==> config.mk <==
export PLATFORM = sky130hd
export DESIGN_NAME = cache_bus_arbiter
export DESIGN_NICKNAME = d
export VERILOG_FILES = /design/src/rtl/cache_bus_arbiter.sv
export SDC_FILE = /design/constraint.sdc
export NUM_CORES = 1
export LEC_CHECK = 0
export ABC_AREA = 1
export CORE_AREA = 2 2 90 92
export DETAILED_ROUTE_END_ITERATION = 10
export DIE_AREA = 0 0 92 94
export PLACE_DENSITY = 0.77
export SLEW_MARGIN = 20
export SYNTH_ARGS = -nofsm -noshare
export SYNTH_HDL_FRONTEND = slang
export SYNTH_SLANG_ARGS = --single-unit
export TNS_END_PERCENT = 1
==> constraint.sdc <==
create_clock -name clk -period 1.9 [get_ports clk]
set_input_delay 0.19 -clock clk [delete_from_list [all_inputs] [get_ports clk]]
set_output_delay 0.19 -clock clk [all_outputs]
set_load 0.05 [all_outputs]
==> src/rtl/cache_bus_arbiter.sv <==
// Shared memory bus arbiter between the I-cache (F) and D-cache (M): grants
// BURST_LEN-beat bursts with zero added latency. Define ARB_ROUND_ROBIN_EN for round-robin priority.
module cache_bus_arbiter #(
    parameter int ADDR_W    = 32,
    parameter int DATA_W    = 32,
    parameter int BURST_LEN = 4
) (
    input  logic              clk,
    input  logic              reset,
    input  logic              HRequestF,
    input  logic [ADDR_W-1:0] HAddrF,
    input  logic              HRequestM,
    input  logic              HWriteM,
    input  logic [ADDR_W-1:0] HAddrM,
    input  logic [DATA_W-1:0] HWDataM,
    output logic              BusReadyF,
    output logic              BusReadyM,
    output logic [DATA_W-1:0] HRData,
    output logic              MemReq,
    output logic              MemWrite,
    output logic [ADDR_W-1:0] MemAddr,
    output logic [DATA_W-1:0] MemWData,
    input  logic              MemAck,
    input  logic [DATA_W-1:0] MemRData
);

    localparam int BW = (BURST_LEN > 1) ? $clog2(BURST_LEN) : 1;
    localparam logic [BW-1:0] LAST = BW'(BURST_LEN - 1);

    typedef enum logic [1:0] {IDLE, OWN_F, OWN_M} state_t;

    state_t        state, state_nxt;
    logic [BW-1:0] beat;
    logic          grant_m;
    logic          ack_ok;
    logic          burst_end;

`ifdef ARB_ROUND_ROBIN_EN
    logic prio_m;

    always_ff @(posedge clk or negedge reset) begin
        if (!reset)         prio_m <= 1'b1;
        else if (burst_end) prio_m <= ~grant_m;
    end
`endif

    // In IDLE the grant is live so a beat can complete in the request's first cycle;
    // with nobody requesting the mux rests on the M side.
    always_comb begin
        grant_m = 1'b1;
        case (state)
            OWN_F:   grant_m = 1'b0;
            OWN_M:   grant_m = 1'b1;
`ifdef ARB_ROUND_ROBIN_EN
            default: grant_m = HRequestF ? (HRequestM & prio_m) : 1'b1;
`else
            default: grant_m = HRequestF ? HRequestM : 1'b1;
`endif
        endcase
    end

    always_comb begin
        MemReq    = grant_m ? HRequestM : HRequestF;
        MemAddr   = grant_m ? HAddrM : HAddrF;
        MemWrite  = grant_m & HRequestM & HWriteM;
        MemWData  = HWDataM;
        HRData    = MemRData;
        ack_ok    = MemAck & MemReq;
        BusReadyM = ack_ok & grant_m;
        BusReadyF = ack_ok & ~grant_m;
        burst_end = ack_ok & (beat == LAST);
    end

    always_comb begin
        state_nxt = state;
        if (burst_end)
            state_nxt = IDLE;
        else if (state == IDLE && MemReq)
            state_nxt = grant_m ? OWN_M : OWN_F;
    end

    always_ff @(posedge clk or negedge reset) begin
        if (!reset) begin
            state <= IDLE;
            beat  <= '0;
        end else begin
            state <= state_nxt;
            if (ack_ok) beat <= burst_end ? '0 : beat + BW'(1);
        end
    end

endmodule

### Word-level counts from Yosys, hierarchy flattened

Index checks and enable logic that the tools add are counted.

| word-level totals | value |
|---|---|
| register bits after elaboration | 4 |
| logic and storage cells | 24 |
| output and inout port bits | 100 |

| cells by class | value |
|---|---|
| add/sub/neg operators | 1 |
| reductions and logical operators | 3 |
| bitwise gates (word level) | 7 |
| mux-type cells | 8 |
| equality and inequality tests | 3 |

Operators with widths:

| kind | number |
|---|---|
| $mux W32 | 1 |
| $mux W2 | 4 |
| $and A1 B1 Y1 | 6 |
| $eq A2 B2 Y1 const B | 2 |
| $add A2 B1 Y2 const B | 1 |
| $eq A2 B1 Y1 const B | 1 |
| $logic_not A2 Y1 | 1 |
| $mux W1 | 2 |
| $pmux W1 S2 | 1 |
| $reduce_bool A2 Y1 | 1 |
| $logic_and A1 B1 Y1 | 1 |
| $not A1 Y1 | 1 |

### Depth between registers and ports, before layout

| depth | value |
|---|---|
| depth in word-level cells | 6 |
| depth in mapped cells | 10 |
| depth with buffers taken out | 10 |

### Worst setup path after synthesis

Ideal clock, no wire load.

| timing | value |
|---|---|
| path type | reg-to-output |
| from | register state[1] |
| to | output port BusReadyM |
| arrival | 1619 ps |
| buffers on the path | 0 |
| stages on the path, launching flop included | 7 |
| required time | 1710 ps |
| slack | 91 ps |
| cell sequence | dfrtp_1 > inv_1 > ha_1 > a21o_1 > nand2_4 > nand2_1 > nor2_2 |

| between the ends | value |
|---|---|
| longest elaborated chain between the ends | 5 |

RTL lines:

| item | RTL line | text |
|---|---|---|
| from (decl) | 32 | `state_t state, state_nxt;` |
| from (signal assigned) | 87 | `state <= state_nxt;` |
| $eq A2 B2 Y1 / $eq A2 B1 Y1 (equally long branches) | 51 | `case (state)` |
| $pmux W1 S2 * | 51 |  |
| $mux W1 * | 63 | `MemReq = grant_m ? HRequestM : HRequestF;` |
| named net MemReq | 19 | `output logic MemReq,` |
| $and A1 B1 Y1 * | 68 | `ack_ok = MemAck & MemReq;` |
| $and A1 B1 Y1 * | 69 | `BusReadyM = ack_ok & grant_m;` |
| to (decl) | 17 | `output logic BusReadyM,` |

Mark *: on every way through the listed nets, which the timed path passes. The rest lies on a longest branch.

### Final worst setup path

| timing | value |
|---|---|
| from | register state[0] |
| to | output port MemAddr[4] |

| between the ends | value |
|---|---|
| longest elaborated chain between the ends | 3 |

RTL lines:

| item | RTL line | text |
|---|---|---|
| $eq A2 B2 Y1 / $eq A2 B1 Y1 (equally long branches) | 51 |  |
| $pmux W1 S2 * | 51 |  |
| $mux W32 * | 64 | `MemAddr = grant_m ? HAddrM : HAddrF;` |
| to (decl) | 21 | `output logic [ADDR_W-1:0] MemAddr,` |

Every way passes the cells marked *; elsewhere a longest branch is shown, timed or not.

==> summary.txt <==
Run status
  – Status: finished with violations
  – Violations in the final reports: setup timing

CTS
  – Number of levels in the clock H-tree: 1
  – CTS Hold Bufs: 0
  – Clock root buffer master: sky130_fd_sc_hd__clkbuf_8
  – Clock net sink count: 4
  – Clock tree from TritonCTS: built
  – Clock network latency to the later pin of the worst-skew pair: 0.21 ns
  – Max clock buf depth: 2
  – Clock buffer count from CTS: 3
  – Post-CTS clock slew at the launch and capture registers of the worst setup and hold paths: around 0.030 ns

Synth
  – Count of distinct cell types in the synthesized netlist: 15
  – Sequential cell area fraction in the yosys report: under 10%
  – Post-synthesis area per instance: a little under 6 um2
  – Synthesized instance count: between 200 and 250
  – Mapped Area: 1240 um2
  – Ys Warns: 0
  – Area share of the largest cell type after synthesis: approximately two fifths
  – Top cells by area in the synthesized netlist: sky130_fd_sc_hd__buf_4 41%, sky130_fd_sc_hd__nand2_1 29%, sky130_fd_sc_hd__dfrtp_1 8.1%
  – Largest area contributor in the netlist: sky130_fd_sc_hd__buf_4
  – Syn Nets: approximately 350
  – Flip-flop and latch count after synthesis: 4

STA
  – Unrepaired setup endpoints after global routing: yes
  – Setup Viol. Count Final: 32
  – Final period utilization: 103%
  – Hold Vio Cnt, Final: 0
  – Headroom to the max-slew limit: just under 90%
  – Worst Tran Pin Value: slightly above 0.2 ns
  – Highest attainable clock frequency: approximately 0.5 GHz
  – Final count of pins violating max slew: 0
  – Shortest period the worst path allows: 1.95 ns
  – Final setup margin: -0.0535 ns
  – Skew final: about 0.00016 ns

Setup path
  – Worst endpoint required time: approximately 1.7 ns
  – Endpoint class of the critical path: primary output
  – Launch point of the worst path: state[0]$_DFFE_PN0P_
  – Critical path fanouts, max: 5
  – Crit path DAT: about 1.8 ns
  – Setup CP Type: reg2out
  – Critical path startpoint category: flip-flop
  – R2r setup slk: 0.29 ns
  – Launching point of the worst reg2reg path: state[1]$_DFFE_PN0P_
  – Path depth of the worst reg2reg path: 10
  – R2r endpoint: state[0]$_DFFE_PN0P_
  – Crit path to: MemAddr[4]

Drt
  – DR WL/cell: approximately 15 um
  – First DRT Iteration DRCs: 21
  – Detailed-route wire length: around 5500 um
  – DR DRC count: 0
  – Number of nets with antenna violations after detailed routing: 0
  – Number of detailed-routing iterations run before antenna repair: 2
  – Average via count per standard cell: 3.98
  – Via total after detailed routing: roughly 1400

Min path
  – Kind of path behind the tightest hold check: in2async

Finish
  – Area added between synthesis and finish: 134%
  – Share of final-layout standard cells stronger than drive strength 1: about 55%
  – Total number of nets in the final design: between 300 and 400
  – Diodes inserted: 0
  – Final std cells w/o fill: 360

Floorplan
  – Die span in x: between 90 and 100 um
  – Full die area: 8650 um2
  – Die H: around 94 um
  – Top-Level Pins: ~230
  – Number of placement rows: 32
  – Starting Density: between 15 and 20%
  – Core outline area: between 7000 and 8000 um2

Place
  – Input/output buffers: 105
  – Cell Count Post-Placement: around 350
  – Final HPWL DP: around 3600 um
  – Routability congestion estimate from global placement: ~0.75

GRT
  – Largest net degree at the start of global routing: 35
  – Total global routing overflow: 0
  – Global-route wire length before repair: 6860 um
  – Global-route usage over all layers: about 10%
  – Vias in the first global route: ~1400
  – Antenna violations before repair: 0

Flow run
  – Count of maximum capacitance violations: 0
-- metal layers --
metal  global-route usage [%]  routed length (um)  up-vias  part of all wire (%)
li1                         -                   -      664                     -
met4                     3.61                 127        0                   2.3
met5                        0                   0        -                     0
met2                     20.3                3100       93                    56
met3                     3.53                 470       26                   8.5
met1                     9.15                1820      651                    33
-- state kept, by name, indices dropped and copies added, names as in the netlist --
| signal | count |
|---|---|
| beat | 2 |
| state | 2 |
-- worst max-delay path, stage by stage (launching register included) --
cell,delay (ns)
sky130_fd_sc_hd__dfrtp_1,0.37
sky130_fd_sc_hd__inv_2,0.12
sky130_fd_sc_hd__ha_4,0.23
sky130_fd_sc_hd__inv_2,0.06
sky130_fd_sc_hd__nand2_2,0.06
sky130_fd_sc_hd__nand2_4,0.13
sky130_fd_sc_hd__nand2_8,0.12
sky130_fd_sc_hd__clkbuf_16,0.20
sky130_fd_sc_hd__nand2_4,0.07
sky130_fd_sc_hd__nand2_4,0.05
sky130_fd_sc_hd__buf_12,0.14
-- placed cells by master (no fill, tap or decap) --
cell type / n
sky130_fd_sc_hd__dfrtp_1: 4
sky130_fd_sc_hd__inv_6: 1
sky130_fd_sc_hd__inv_16: 1
sky130_fd_sc_hd__nand2_1: 29
sky130_fd_sc_hd__a21o_1: 1
sky130_fd_sc_hd__nand2_8: 3
sky130_fd_sc_hd__a21oi_1: 2
sky130_fd_sc_hd__inv_1: 3
sky130_fd_sc_hd__ha_1: 1
sky130_fd_sc_hd__nand2_4: 38
sky130_fd_sc_hd__clkbuf_16: 2
sky130_fd_sc_hd__buf_12: 39
sky130_fd_sc_hd__inv_2: 5
sky130_fd_sc_hd__nand2_2: 40
sky130_fd_sc_hd__clkinv_16: 1
sky130_fd_sc_hd__clkbuf_8: 3
sky130_fd_sc_hd__clkinv_8: 1
sky130_fd_sc_hd__clkdlybuf4s50_1: 69
sky130_fd_sc_hd__ha_4: 2
sky130_fd_sc_hd__buf_8: 1
sky130_fd_sc_hd__nand3_1: 2
sky130_fd_sc_hd__nor2_2: 1
sky130_fd_sc_hd__nor2_1: 6
sky130_fd_sc_hd__buf_4: 2
sky130_fd_sc_hd__nand3_2: 1
-- what timing repair did --
action,CTS,global route
buffers inserted,2,2
endpoints found under the setup margin,34,34
gates resized for setup,48,83
pin swaps,14,25
gates cloned,2,6
-- worst min path at each step --
stage	slack, ns	from	cells past startpoint	to
floorplan	-0.11	reset	0	beat[0]$_DFFE_PN0P_
global placement	0.38	MemRData[12]	0	HRData[12]
detailed placement	0.38	MemRData[12]	0	HRData[12]
CTS	0.19	reset	1	state[1]$_DFFE_PN0P_
global route	0.19	reset	1	state[1]$_DFFE_PN0P_
finish	0.18	reset	1	beat[0]$_DFFE_PN0P_
-- logic make-up (layout without fill, tap and decap cells) --
group | after synthesis | after routing | share of synthesized area (%)
AOI/OAI and AO/OA | 3 | 3 | 1.41
adders and majority gates | 3 | 3 | 3.03
buffers and inverters | 79 | 128 | 47.1
DFF | 4 | 4 | 8.07
and+or+nand+nor | 119 | 120 | 40.4
-- synth_stat cells (all sizes together) --
library cell,instances
nand2,109
buf,70
a21o,1
ha,3
nand3,3
a21oi,2
dfrtp,4
inv,9
nor2,7
-- layout make-up --
class / count / area (um2)
multi-input combinational: 126 / 976
inverter: 9 / 60.1
timing repair buffer: 113 / 1550
sequential: 4 / 100
fill: 717 / 4710
timing repair inverter: 3 / 45.0
clock buffer: 3 / 41.3
tap: 102 / 128
-- stage by stage --
step / worst slack [ns] / hold WS (ns) / utilization [%] / setup TNS (ns) / cell area (um2)
6_report: -0.0535 / 0.184 / 38.1 / -1.23 / 2900
5_1_grt: -0.125 / 0.189 / 38.1 / -3.64 / 2900
4_1_cts: -0.0726 / 0.185 / 33.2 / -1.23 / 2530
3_5_place_dp: 0.0810 / 0.380 / 29.6 / 0 / 2250
3_3_place_gp: 0.127 / 0.380 / 29.6 / 0 / 2250
2_1_floorplan: 0.0913 / -0.106 / - / 0 / 1240
Power of run 1 is not shown: default switching activity piles up to over one toggle a cycle in this logic, so the estimate is an artifact.
